$ cat src/rtl/ram_sram_param.sv
// Single-port byte-enabled SRAM with a zeroing sweep after reset or on request
// and an optional output register stage on the read path.
module ram_sram_param #(
  parameter int DATA_W  = 8,
  parameter int ADDR_W  = 5,
  parameter int OUT_REG = 0
) (
  input  logic                   clk,
  input  logic                   rst_n,
  input  logic                   enable,
  input  logic                   r_w,
  input  logic [ADDR_W-1:0]      address,
  input  logic [DATA_W-1:0]      datain,
  input  logic [DATA_W/8-1:0]    be,
  input  logic                   clear,
  output logic [DATA_W-1:0]      dataout,
  output logic                   rd_valid,
  output logic                   busy
);

  localparam int DEPTH = 2 ** ADDR_W;
  localparam int BE_W  = DATA_W / 8;

  typedef enum logic {ST_CLEAR, ST_IDLE} state_t;

  state_t              state_q, state_d;
  logic [ADDR_W-1:0]   ptr_q, ptr_d;
  logic [DATA_W-1:0]   mem [DEPTH];
  logic                accept;
  logic                mem_we;
  logic [ADDR_W-1:0]   mem_waddr;
  logic [DATA_W-1:0]   mem_wdata, mem_rword;
  logic [DATA_W-1:0]   rdata1_d, rdata1_q;
  logic                rvalid1_d, rvalid1_q;

  always_comb begin
    state_d = state_q;
    ptr_d   = ptr_q;
    accept  = 1'b0;
    case (state_q)
      ST_CLEAR: begin
        ptr_d = ptr_q + ADDR_W'(1);
        if (ptr_q == '1) state_d = ST_IDLE;
      end
      ST_IDLE: begin
        if (clear) begin
          ptr_d   = '0;
          state_d = ST_CLEAR;
        end else begin
          accept = enable;
        end
      end
      default: state_d = ST_CLEAR;
    endcase
  end

  always_ff @(posedge clk or negedge rst_n) begin
    if (!rst_n) begin
      state_q <= ST_CLEAR;
      ptr_q   <= '0;
    end else begin
      state_q <= state_d;
      ptr_q   <= ptr_d;
    end
  end

  assign busy      = (state_q == ST_CLEAR);
  assign mem_rword = mem[address];

  // Partial writes merge into the current word so the array keeps one full-word write port.
  always_comb begin
    mem_we    = 1'b0;
    mem_waddr = address;
    mem_wdata = mem_rword;
    if (state_q == ST_CLEAR) begin
      mem_we    = 1'b1;
      mem_waddr = ptr_q;
      mem_wdata = '0;
    end else if (accept && r_w) begin
      mem_we = 1'b1;
      for (int i = 0; i < BE_W; i++) begin
        if (be[i]) mem_wdata[8*i +: 8] = datain[8*i +: 8];
      end
    end
  end

  always_ff @(posedge clk) begin
    if (mem_we) mem[mem_waddr] <= mem_wdata;
  end

  always_comb begin
    rvalid1_d = accept && !r_w;
    rdata1_d  = rvalid1_d ? mem_rword : '0;
  end

  always_ff @(posedge clk or negedge rst_n) begin
    if (!rst_n) begin
      rdata1_q  <= '0;
      rvalid1_q <= 1'b0;
    end else begin
      rdata1_q  <= rdata1_d;
      rvalid1_q <= rvalid1_d;
    end
  end

  // The second stage copies unconditionally so a read in flight survives a clear.
  if (OUT_REG != 0) begin : g_out_reg
    logic [DATA_W-1:0] rdata2_q;
    logic              rvalid2_q;

    always_ff @(posedge clk or negedge rst_n) begin
      if (!rst_n) begin
        rdata2_q  <= '0;
        rvalid2_q <= 1'b0;
      end else begin
        rdata2_q  <= rdata1_q;
        rvalid2_q <= rvalid1_q;
      end
    end

    assign dataout  = rdata2_q;
    assign rd_valid = rvalid2_q;
  end else begin : g_no_out_reg
    assign dataout  = rdata1_q;
    assign rd_valid = rvalid1_q;
  end

endmodule

$ cat config.mk
export PLATFORM = sky130hd
export DESIGN_NAME = ram_sram_param
export DESIGN_NICKNAME = d
export VERILOG_FILES = /design/src/rtl/ram_sram_param.sv
export SDC_FILE = /design/constraint.sdc
export NUM_CORES = 1
export LEC_CHECK = 0
export CORE_MARGIN = 2
export CORE_UTILIZATION = 61
export DETAILED_ROUTE_END_ITERATION = 12
export PLACE_DENSITY = 0.79
export SLEW_MARGIN = 30
export SYNTH_ARGS = -nofsm -noshare
export SYNTH_HDL_FRONTEND = slang
export SYNTH_SLANG_ARGS = --single-unit
$ cat constraint.sdc
create_clock -name clk -period 3.1 [get_ports clk]
set_clock_uncertainty 0.2 [all_clocks]
set_input_delay 0.62 -clock clk [delete_from_list [all_inputs] [get_ports clk]]
set_output_delay 0.62 -clock clk [all_outputs]
set_load 0.05 [all_outputs]
==> metrics list <==
- Adding up every negative setup slack in the final design gives 0 ns.
- Cell taking the most area after synthesis: edfxtp_1
* Shortest period the worst path allows: 2.97 ns
- The longest clock path from root to sink contains 3 buffers.
- Post-Syn Instances: approximately 650
- Cell with the largest stage delay on the worst path: or4_1
- The most numerous cell type found on the critical path is buf_12.
* Layout overhead on the synthesized area: 18.8%
- Post-CTS setup buffers: 0
- Highest-count cells in the layout ignoring fill and taps: edfxtp_1, mux2i_1, a22oi_1
- The initial antenna violation count came to 0.
- Total power draw: 0.00952 W
- Switching portion of total power: roughly 27%
- Fraction of power consumed by sequential logic: approximately 50%
- The tree is rooted in a clkbuf_16.
* First-pass GRT wire length: about 38 mm
* Clock latency on the worst-skew pair: ~0.53 ns
- Setup violation total in the final timing report: 0
* Result of the run: finished, final reports clean
* Clock slew seen by the registers of the worst setup and hold paths: ~0.070 ns
- STA puts the critical path data arrival time at about 3.2 ns.
- Total inserted antenna cells: 0
* I/O pin cnt: 29
- Setup repair after global routing missed its margin: false
* DRT iter0 DRCs: 880
- For this run, the top clock speed supported by timing is 337 MHz.
- Walking the worst path, the cells encountered are clkdlybuf4s50_1 > nor2b_2 > buf_12 > a22oi_1 > a21oi_1 > or4_1 > a21oi_2 > buf_12.
- Sequential element share of the synthesized area: between 70% and 80%
- In this run, distinct cell masters in the synthesized netlist total 36.
* Portion of total power attributed to combinational logic: ~19%
- CTS saw between 200 and 300 sinks.
* Final global-route overflow total: 0
- Summing every instance area after synthesis gives approximately 11000 um^2.
- Worst Tran Pin Value: 0.768 ns
* Maximum Capacitance Violations: 0
- During placement, the flow inserted port buffers numbering 28.
* Routed WL per cell: between 20 and 30 um
- Buf/Inv on CP: 3
* Clock network power share: about a third
* Share of final-layout standard cells stronger than drive strength 1: between 15 and 20%
* Total wire length: between 20 and 30 mm
* DRC: 0
- Number of buffers added to fix hold violations after cts: 0
- Number of warnings issued by yosys: 0
- Counting the buffers created by CTS gives 26.
- Hold Vio Cnt, Final: 0
- Critical path's top delay family: buffers and inverters
- Pin count of the biggest net entering global routing: 33
* Net switching component of the power: approximately 0.0026 W
- Non-Filler Instances: between 900 and 1k
- Number of nets in the synthesized netlist: around 670
- Avg Synthesized Cell Area: approximately 17 um^2
- Power density cells: 738 nW/um^2
- At the worst endpoint, the required time is ~3.3 ns.
- The worst pin sits at a relative slew slack of between 40% and 50%.
* Top-area cell type share of the netlist area: a little over two thirds
* Vias per cell: 6.39
- In this run the vertical extent of the chip is 137 um.
* Final Wtd Congestion: 0.941
- Leading cell type in the layout, fill and taps excluded: edfxtp_1
- After legalization and detailed placement, the total HPWL measured 16.7 mm.
- Count of TritonRoute iterations in the first routing pass: 6
- The max-slew violation count came to 0.
* H-tree levels: 1
- The count of nets left with antenna violations once routing finished came out at 0.
- For this design the static power due to leakage is 4.75 nW.
* Int Power: between 0.006 and 0.007 W
- For this run, the slowest stage of the critical path takes about 0.6 ns.
- Clock tree from TritonCTS: done
- The floorplan step set the die width to about 140 um.
- DR vias: 6348
- Of all nets on the critical path, the largest fanout is 32.
- The core region is approximately 17000 um^2.
- Vias in the first global route: 6352
- Share of the clock period used by the worst path after layout: 95.8%
- Start-to-end type of the worst setup path: input port to flop
- Crit end category: flop
- VDD sags by at most about 570 uV.
* Initial standard-cell utilization of the core: about 63%
* Gr usage total: between 20% and 30%
- In this run the worst hold path is classified as input port to asynchronous set/reset pin.
- Cell total after placement: between 900 and 1k
- Most area-consuming cells after synthesis: edfxtp_1, mux2i_1, a22oi_1, dfrtp_1, a21oi_1
* Number of synthesized register bits: ~270
* Die outline area: 18900 um^2
* Critical path launch point type: input port
* Row count: 48
- Net count of the finished layout: ~770
==> worst register-to-register path, cell delays in order (launching register included) <==
cell and delay [ns]:
dfrtp_1 0.37, buf_4 0.20, inv_1 0.18, nand2_1 0.10
o21ai_0 0.42, nand2_1 0.26, nor2_1 0.27, buf_4 0.21
==> power groups by stage <==
| stage | clock network, W | logic [W] | registers, W |
|---|---|---|---|
| floorplan | 0 | 0.000868 | 0.00480 |
| global placement | 0 | 0.00163 | 0.00481 |
| detailed placement | 0 | 0.00170 | 0.00483 |
| CTS | 0.00302 | 0.00173 | 0.00476 |
| global route | 0.00316 | 0.00185 | 0.00479 |
| finish | 0.00300 | 0.00176 | 0.00476 |
==> per-layer routing <==
layer	GRT usage [%]	vias up	routed length (um)
li1	-	2768	-
met1	37.5	3126	9630
met2	45.7	392	12300
met3	5.59	62	2770
met4	8.08	0	696
met5	0	-	0
==> cell families after synthesis <==
group	Yosys count	share of synthesized area, %
flip-flops	271	74.2
multiplexers	130	12.0
AO/OA/AOI/OAI	126	7.64
AND/OR/NAND/NOR	80	3.35
buffers and inverters	42	2.44
XOR/XNOR	2	0.161
adder cells (fa/ha/maj)	2	0.230
==> layout make-up <==
class | instances | area (um^2)
flip-flops and latches | 271 | 8060
fillers | 979 | 4450
multi-input cells | 340 | 2590
repair buffers | 107 | 1150
clock buffers | 31 | 691
well taps | 225 | 282
clock inverters | 13 | 109
inverters | 6 | 22.5
==> synthesized netlist by cell type (all sizes together) <==
master	instances
ha	2
o22ai	2
a22oi	66
nand2b	2
dfrtp	15
a32oi	2
nand3	2
o21ai	9
mux2	1
or4	8
buf	19
a32o	1
o32ai	1
a21oi	40
edfxtp	256
o2bb2ai	1
xnor2	1
or2	1
nor2b	5
a22o	2
nor2	44
inv	6
and3	2
a21o	2
mux2i	129
clkbuf	17
xor2	1
and2	1
nand2	14
nand3b	1
==> through the flow <==
stage	util [%]	setup WS, ns	area [um^2]	hold slack, ns
floorplan	-	0.0960	10900	0.124
global placement	69.6	-0.357	12100	0.352
detailed placement	69.7	-0.383	12100	0.364
CTS	74.3	0.0876	12900	0.321
global route	74.4	0.0427	12900	0.362
finish	74.4	0.129	12900	0.313
==> path summary, 6_finish.rpt <==
check	from	end	slack [ns]	cells past startpoint
worst max-delay path	address[0]	mem[31][3]$_DFFE_PP_	0.13	8
min in group clk	ptr_q[0]$_DFFE_PN0P_	ptr_q[0]$_DFFE_PN0P_	0.39	1
max in group asynchronous	rst_n	dataout[0]$_DFF_PN0_	1.95	1
worst min-delay path	rst_n	dataout[7]$_DFF_PN0_	0.31	1
worst max register to register	state_q$_DFF_PN0_	mem[22][0]$_DFFE_PP_	0.60	7
worst min register to register	ptr_q[0]$_DFFE_PN0P_	ptr_q[0]$_DFFE_PN0P_	0.39	1
==> state kept, by name, summed over array words and instances, names as in the netlist <==
signal / flops
state_q: 1
mem: 256
dataout: 8
ptr_q: 5
rd_valid: 1
==> what timing repair did <==
action	CTS	global route
hold endpoints to repair	0	0
setup endpoints to repair	0	32
gates resized for setup	0	2
No activity file was read; power rests on OpenSTA's default activity.
